File: src/rtl/sub_pkg.sv
// Shared definitions for the bit-serial add/sub controller family.
// Holds the FSM state encoding and the default operand width.
package sub_pkg;

   typedef enum logic [1:0] {
      IDLE = 2'd0,
      RUN  = 2'd1,
      DONE = 2'd2
   } state_t;

   localparam int DEFAULT_WIDTH = 8;

endpackage

File: src/rtl/serial_sub_ctrl_fs_cell.sv
// Combinational 1-bit full subtractor: diff = a - b - bin, with borrow-out.
module fs_cell (
   input  logic a,
   input  logic b,
   input  logic bin,
   output logic diff,
   output logic bout
);

   assign diff = a ^ b ^ bin;
   assign bout = (~a & b) | (~a & bin) | (b & bin);

endmodule

File: src/rtl/serial_sub_ctrl.sv
// Bit-serial subtractor controller: one fs_cell time-shared over WIDTH bits, LSB first.
// start is sampled only in IDLE; done pulses one cycle when diff/borrow_out are loaded.
module serial_sub_ctrl
   import sub_pkg::*;
#(
   parameter int WIDTH = DEFAULT_WIDTH,
   parameter int CNT_W = $clog2(WIDTH)
) (
   input  logic             clk,
   input  logic             rst,
   input  logic             start,
   input  logic [WIDTH-1:0] a,
   input  logic [WIDTH-1:0] b,
   output logic             busy,
   output logic             done,
   output logic [WIDTH-1:0] diff,
   output logic             borrow_out,
   output state_t           state
);

   state_t           state_nx;
   logic [WIDTH-1:0] a_sr;
   logic [WIDTH-1:0] b_sr;
   logic [WIDTH-1:0] res_sr;
   logic [CNT_W-1:0] cnt;
   logic             brw;
   logic             cell_d;
   logic             cell_bo;
   logic             last;

   fs_cell u_cell (
      .a    (a_sr[0]),
      .b    (b_sr[0]),
      .bin  (brw),
      .diff (cell_d),
      .bout (cell_bo)
   );

   assign last = (cnt == CNT_W'(WIDTH - 1));
   assign busy = (state != IDLE);
   assign done = (state == DONE);

   always_ff @(posedge clk) begin
      if (rst) state <= IDLE;
      else     state <= state_nx;
   end

   always_comb begin
      state_nx = state;
      case (state)
         IDLE:    if (start) state_nx = RUN;
         RUN:     if (last)  state_nx = DONE;
         DONE:    state_nx = IDLE;
         default: state_nx = IDLE;
      endcase
   end

   // Result bits enter at the MSB so after WIDTH shifts the LSB-first stream is aligned.
   always_ff @(posedge clk) begin
      if (rst) begin
         a_sr       <= '0;
         b_sr       <= '0;
         res_sr     <= '0;
         cnt        <= '0;
         brw        <= 1'b0;
         diff       <= '0;
         borrow_out <= 1'b0;
      end else begin
         case (state)
            IDLE: begin
               if (start) begin
                  a_sr   <= a;
                  b_sr   <= b;
                  res_sr <= '0;
                  cnt    <= '0;
                  brw    <= 1'b0;
               end
            end
            RUN: begin
               res_sr <= {cell_d, res_sr[WIDTH-1:1]};
               a_sr   <= {1'b0, a_sr[WIDTH-1:1]};
               b_sr   <= {1'b0, b_sr[WIDTH-1:1]};
               brw    <= cell_bo;
               cnt    <= cnt + CNT_W'(1);
               if (last) begin
                  diff       <= {cell_d, res_sr[WIDTH-1:1]};
                  borrow_out <= cell_bo;
               end
            end
            default: ;
         endcase
      end
   end

endmodule

File: config.mk
export PLATFORM = sky130hd
export DESIGN_NAME = serial_sub_ctrl
export DESIGN_NICKNAME = d
export VERILOG_FILES = /design/src/rtl/sub_pkg.sv /design/src/rtl/serial_sub_ctrl_fs_cell.sv /design/src/rtl/serial_sub_ctrl.sv
export SDC_FILE = /design/constraint.sdc
export NUM_CORES = 1
export LEC_CHECK = 0
export BUFFER_PORTS_ARGS = -buffer_cell sky130_fd_sc_hd__buf_2
export CORE_MARGIN = 1.5
export CORE_UTILIZATION = 53
export CTS_CLUSTER_DIAMETER = 80
export DETAILED_ROUTE_END_ITERATION = 8
export HOLD_SLACK_MARGIN = 0.02
export PLACE_DENSITY = 0.88
export SLEW_MARGIN = 20
export SYNTH_ARGS = -nofsm -noshare
export SYNTH_HDL_FRONTEND = slang
export SYNTH_SLANG_ARGS = --single-unit
File: constraint.sdc
create_clock -name clk -period 1.9 [get_ports clk]
set_clock_uncertainty 0.05 [all_clocks]
set_input_delay 0.095 -clock clk [delete_from_list [all_inputs] [get_ports clk]]
set_output_delay 0.095 -clock clk [all_outputs]
set_load 0.01 [all_outputs]
# After elaboration in Yosys (flattened, before gate mapping)
# Index checks and enable logic that the tools add are counted.
# op_classes
addsub	1
n_eq_ne	5
mux	13
bitwise_logic	8
reduce_logical	6
# ops
op	count
8-bit case mux with 2 select lines	3
8-bit 2-to-1 mux	3
3-bit case mux with 2 select lines	1
2-bit AND reduction	3
2-bit 2-to-1 mux	2
2-bit != test, second input constant	2
2-bit case mux with 2 select lines	1
2-bit nonzero test	2
3-bit by 1-bit adder with 3-bit output, second input constant	1
1-bit bitwise AND	3
3-bit == test, second input constant	1
3-bit 2-to-1 mux	1
2-bit by 1-bit == test with 1-bit output, second input constant	1
2-bit == test, second input constant	1
2-bit logical NOT	1
1-bit OR	2
1-bit case mux with 2 select lines	1
1-bit bitwise XOR	2
1-bit 2-to-1 mux	1
1-bit NOT	1
# totals
register_bits	39
elab_cells	41

# Longest topological paths before layout
# depth
depth_word	5
depth_mapped	6
depth_no_buf	5

# By module
# A second synthesis with hierarchy kept.
# unflattened
cells_unflattened	182
hier_area_um2	1515.2
# by_module_without_submodules
mod	n_inst	cells_each	area_per_inst_um2
serial_sub_ctrl	1	179	1487.7
fs_cell	1	3	27.5

# Worst setup path after synthesis
# Ideal clock, no wire load.
# synth_timing
kind	flip-flop to flip-flop
startpoint	register state[1]
endpoint	register res_sr[7]
setup_time_ns	0.128
arrival_time_ns	1.209
slack_ns	0.513
path_stages_with_launch	6
synth_period_minus_slack_ns	1.387
path_cell_list	dfxtp_1 > clkbuf_1 > nand2b_2 > buf_4 > a2bb2oi_1 > nor2_1
# synth_via
elab_chain_cells	3
word_cells_on_any_way	6
classes_between	eq/ne: 2; mux: 1; reduce/logical: 3
# synth_rtl
item	line	rtl
start: declaration	serial_sub_ctrl.sv:18	output state_t state
start signal: assignment	serial_sub_ctrl.sv:45	else state <= state_nx;
2-bit by 1-bit == test with 1-bit output / 2-bit logical NOT (equally long branches)	serial_sub_ctrl.sv:69	case (state)
2-bit nonzero test (no source line) / 2-bit != test (equally long branches)	n/a	
2-bit AND reduction (no source line)	n/a	
end signal: assignment	serial_sub_ctrl.sv:80	res_sr <= {cell_d, res_sr[WIDTH-1:1]};
end: declaration	serial_sub_ctrl.sv:24	logic [WIDTH-1:0] res_sr;
# Parallel ways exist; a longest one is shown, timed or not.
# A chain may end at the register's enable or synchronous reset.

# Final worst setup path
# layout_timing
startpoint	register state[0]
endpoint	register b_sr[0]
# layout_via
elab_chain_cells	3
word_cells_on_any_way	6
classes_between	eq/ne: 2; mux: 1; reduce/logical: 3
# layout_rtl
item	line	rtl
2-bit by 1-bit == test with 1-bit output / 2-bit logical NOT (equally long branches)	serial_sub_ctrl.sv:69	
2-bit nonzero test (no source line) / 2-bit != test (equally long branches)	n/a	
2-bit AND reduction (no source line)	n/a	
end signal: assignment	serial_sub_ctrl.sv:82	b_sr <= {1'b0, b_sr[WIDTH-1:1]};
end: declaration	serial_sub_ctrl.sv:23	logic [WIDTH-1:0] b_sr;
# Parallel ways exist; a longest one is shown, timed or not.

==> reports/results.tsv <==
metric	value	unit
final_core_util	70.28	%
design_area	1938	sq um
min_path_cells	3	
status	completed	
area_growth	25.02	%
ys_async_sr_fraction	0	%
synth_edf_count	0	
synth_cell_types	28	
die_w	57.09	microns
hold_slack	17.62	ps
finalCriticalPeriod	1717	ps
die-area	3259	sq um
ant_nets	0	
grt_pass1_wl	5568	microns
cp-end-kind	flip-flop	
layout.nets	232	
max_freq	582.5	MHz
setup_violations	0	
cts_made_buffers	5	
ys.flop_type	dfxtp_1	
cp.depth	3	
hpwl	2175	microns
postCtsHoldBufs	15	
ir_worst_vdd	0.6722	mV
diodes	0	
core.rowCount	19	
yosysTopAreaCell	dfxtp_1	
insertion_delay	350	ps
muxShareOfSynthArea	0.6457	%
post_drt_via_cell_ratio	5.620	
start_util	56.22	%
avgRoutedWirePerCell	13.80	microns
cts_buffer_depth	2	
via_count	1360	
netlist_area	1550	sq um
synth_common_cells	nor2_1, dfxtp_1, a21oi_1	
cts_root_buf	clkbuf_4	
synth_cells	166	
synth_top_family_by_area	compound AO/OA/AOI/OAI gates	
fin_setup_tns	0	ps
p_per_area	819.7	nW/um^2
yosys_register_bits	38	
p_leak	0.7951	nW
cp_slowest_cell	or3b_1	
avgSynthCellArea	9.339	sq um
cp.required	2140	ps
hold_path.class	in2reg	
yosysWarningCount	0	
power	0.001589	W
worstPathCellList	or3b_1 -> o221ai_1 -> nor2_1	
portBuffers	31	
worst-path-buf-inv	0	
slew_viol_final	0	
clkTransAtPathRegs	120	ps
slowest_delay	630	ps
postPlaceCellArea	1710	sq um
cts.sinks	38	
wl	3339	microns
syn_nets	188	
yosys-top-cells-area	dfxtp_1, o221ai_2, nor2_1, a22oi_1, a21oi_1	
critical_path_class	reg2reg	
synth.most_common_cell	nor2_1	
grt_overflow	0	
rsz0062_at_grt	false	
drcViolationCount	0	
die_h	57.09	microns
critPathTopFamily	simple AND/OR/NAND/NOR gates	
arrival	1960	ps
postCtsSetupBuffers	0	
grt_antenna_before_repair	0	
reg2reg_depth	3	
dr.first_iter.drc_count	73	
cts_tree	yes	
path_max_fanout	14	
fillCellCount	180	
slew_headroom	54.23	%
coreArea	2758	sq um
synth-xor-area-share	0	%
grt_max_degree	26	
synth_top_cell_area_share	49.07	%
crit_path_start_kind	flip-flop	
firstDrtPassIters	4	
cap_violations	0	
synth-simple-area-share	18.48	%
synth_fa_ha_area_share	2.906	%
tightest_slew	686.5	ps
drive_above_1_share	27.01	%
hold_viol	0	
gp_congestion	0.7606	
cts_resized	0	
htree_levels	2	
fin_crit_sh	90.35	%
first_global_vias	1229	
grt.total_usage	22.33	%
ioPinCount	32	
ys_seq_area_share	49.07	%
synth_compound_area_share	23.57	%
-- registers in the layout (all words and copies together), names as in the netlist --
register    cells
a_sr            8
b_sr            8
borrow_out      1
brw             1
cnt             3
diff            8
res_sr          7
state           2
-- placed cells by master, fill, tap and decap left out, drive strengths merged, types with 5 or more instances in the layout --
cell type and count:
clkbuf 5, o221ai 14, a22oi 9, buf 36
nor2 39, nand2 8, dlygate4sd3 15, a21oi 12
dfxtp 38, nand3 8
-- per-layer routing --
metal | global-route usage [%] | vias to the layer above | routed length (microns) | part of all wire [%]
met1 | 28.08 | 644 | 1502 | 45
met2 | 35.96 | 33 | 1608 | 48
met5 | 0 | - | 0 | 0
met3 | 6.122 | 9 | 134 | 4.0
met4 | 9.967 | 0 | 93 | 2.8
li1 | - | 674 | - | -
-- final timing paths --
kind,to,slack (ps),start
worst max-delay path,b_sr[0]$_SDFFE_PP0P_,180,state[0]$_SDFFE_PP0P_
worst min register to register,borrow_out$_SDFFE_PP0P_,410,borrow_out$_SDFFE_PP0P_
worst max register to register,b_sr[0]$_SDFFE_PP0P_,180,state[0]$_SDFFE_PP0P_
worst min-delay path,b_sr[6]$_SDFFE_PP0P_,20,b[6]
-- power by group --
group          leakage, nW  switching (W)  internal, W  total (W)
combinational        0.439      0.0000986    0.0000921   0.000191
sequential           0.311      0.0000282     0.000833   0.000861
clock               0.0450       0.000265     0.000272   0.000537
total                0.795       0.000392      0.00120    0.00159
-- worst reg2reg max path, stage by stage, from the launching register on --
cell      delay, ps
dfxtp_1         590
or3b_1          630
o221ai_1        240
nor2_1          150
-- per-stage QoR --
stage,worst slack [ps],std cells
6_report,183.4,242
5_1_grt,37.99,242
4_1_cts,200.9,242
3_5_place_dp,242.6,219
3_3_place_gp,335.0,219
2_1_floorplan,513.5,166
-- area by class of cell --
cell class | count | area [sq um] | share of cell area [%]
Tap cell | 31 | 38.79 | 2.001
Sequential cell | 38 | 760.7 | 39.25
Inverter | 3 | 11.26 | 0.5810
Clock buffer | 5 | 37.54 | 1.937
Timing Repair Buffer | 51 | 342.8 | 17.69
Multi-Input combinational cell | 111 | 706.9 | 36.48
Clock inverter | 3 | 40.04 | 2.066
-- cells by family (layout without fill, tap and decap cells) --
logic type | Yosys count | count (layout)
buffers and inverters | 17 | 62
multiplexers | 1 | 1
AO/OA/AOI/OAI | 42 | 42
AND/OR/NAND/NOR | 65 | 65
adder cells (fa/ha/maj) | 3 | 3
flip-flops | 38 | 38
(Power assumes the default switching activity.)
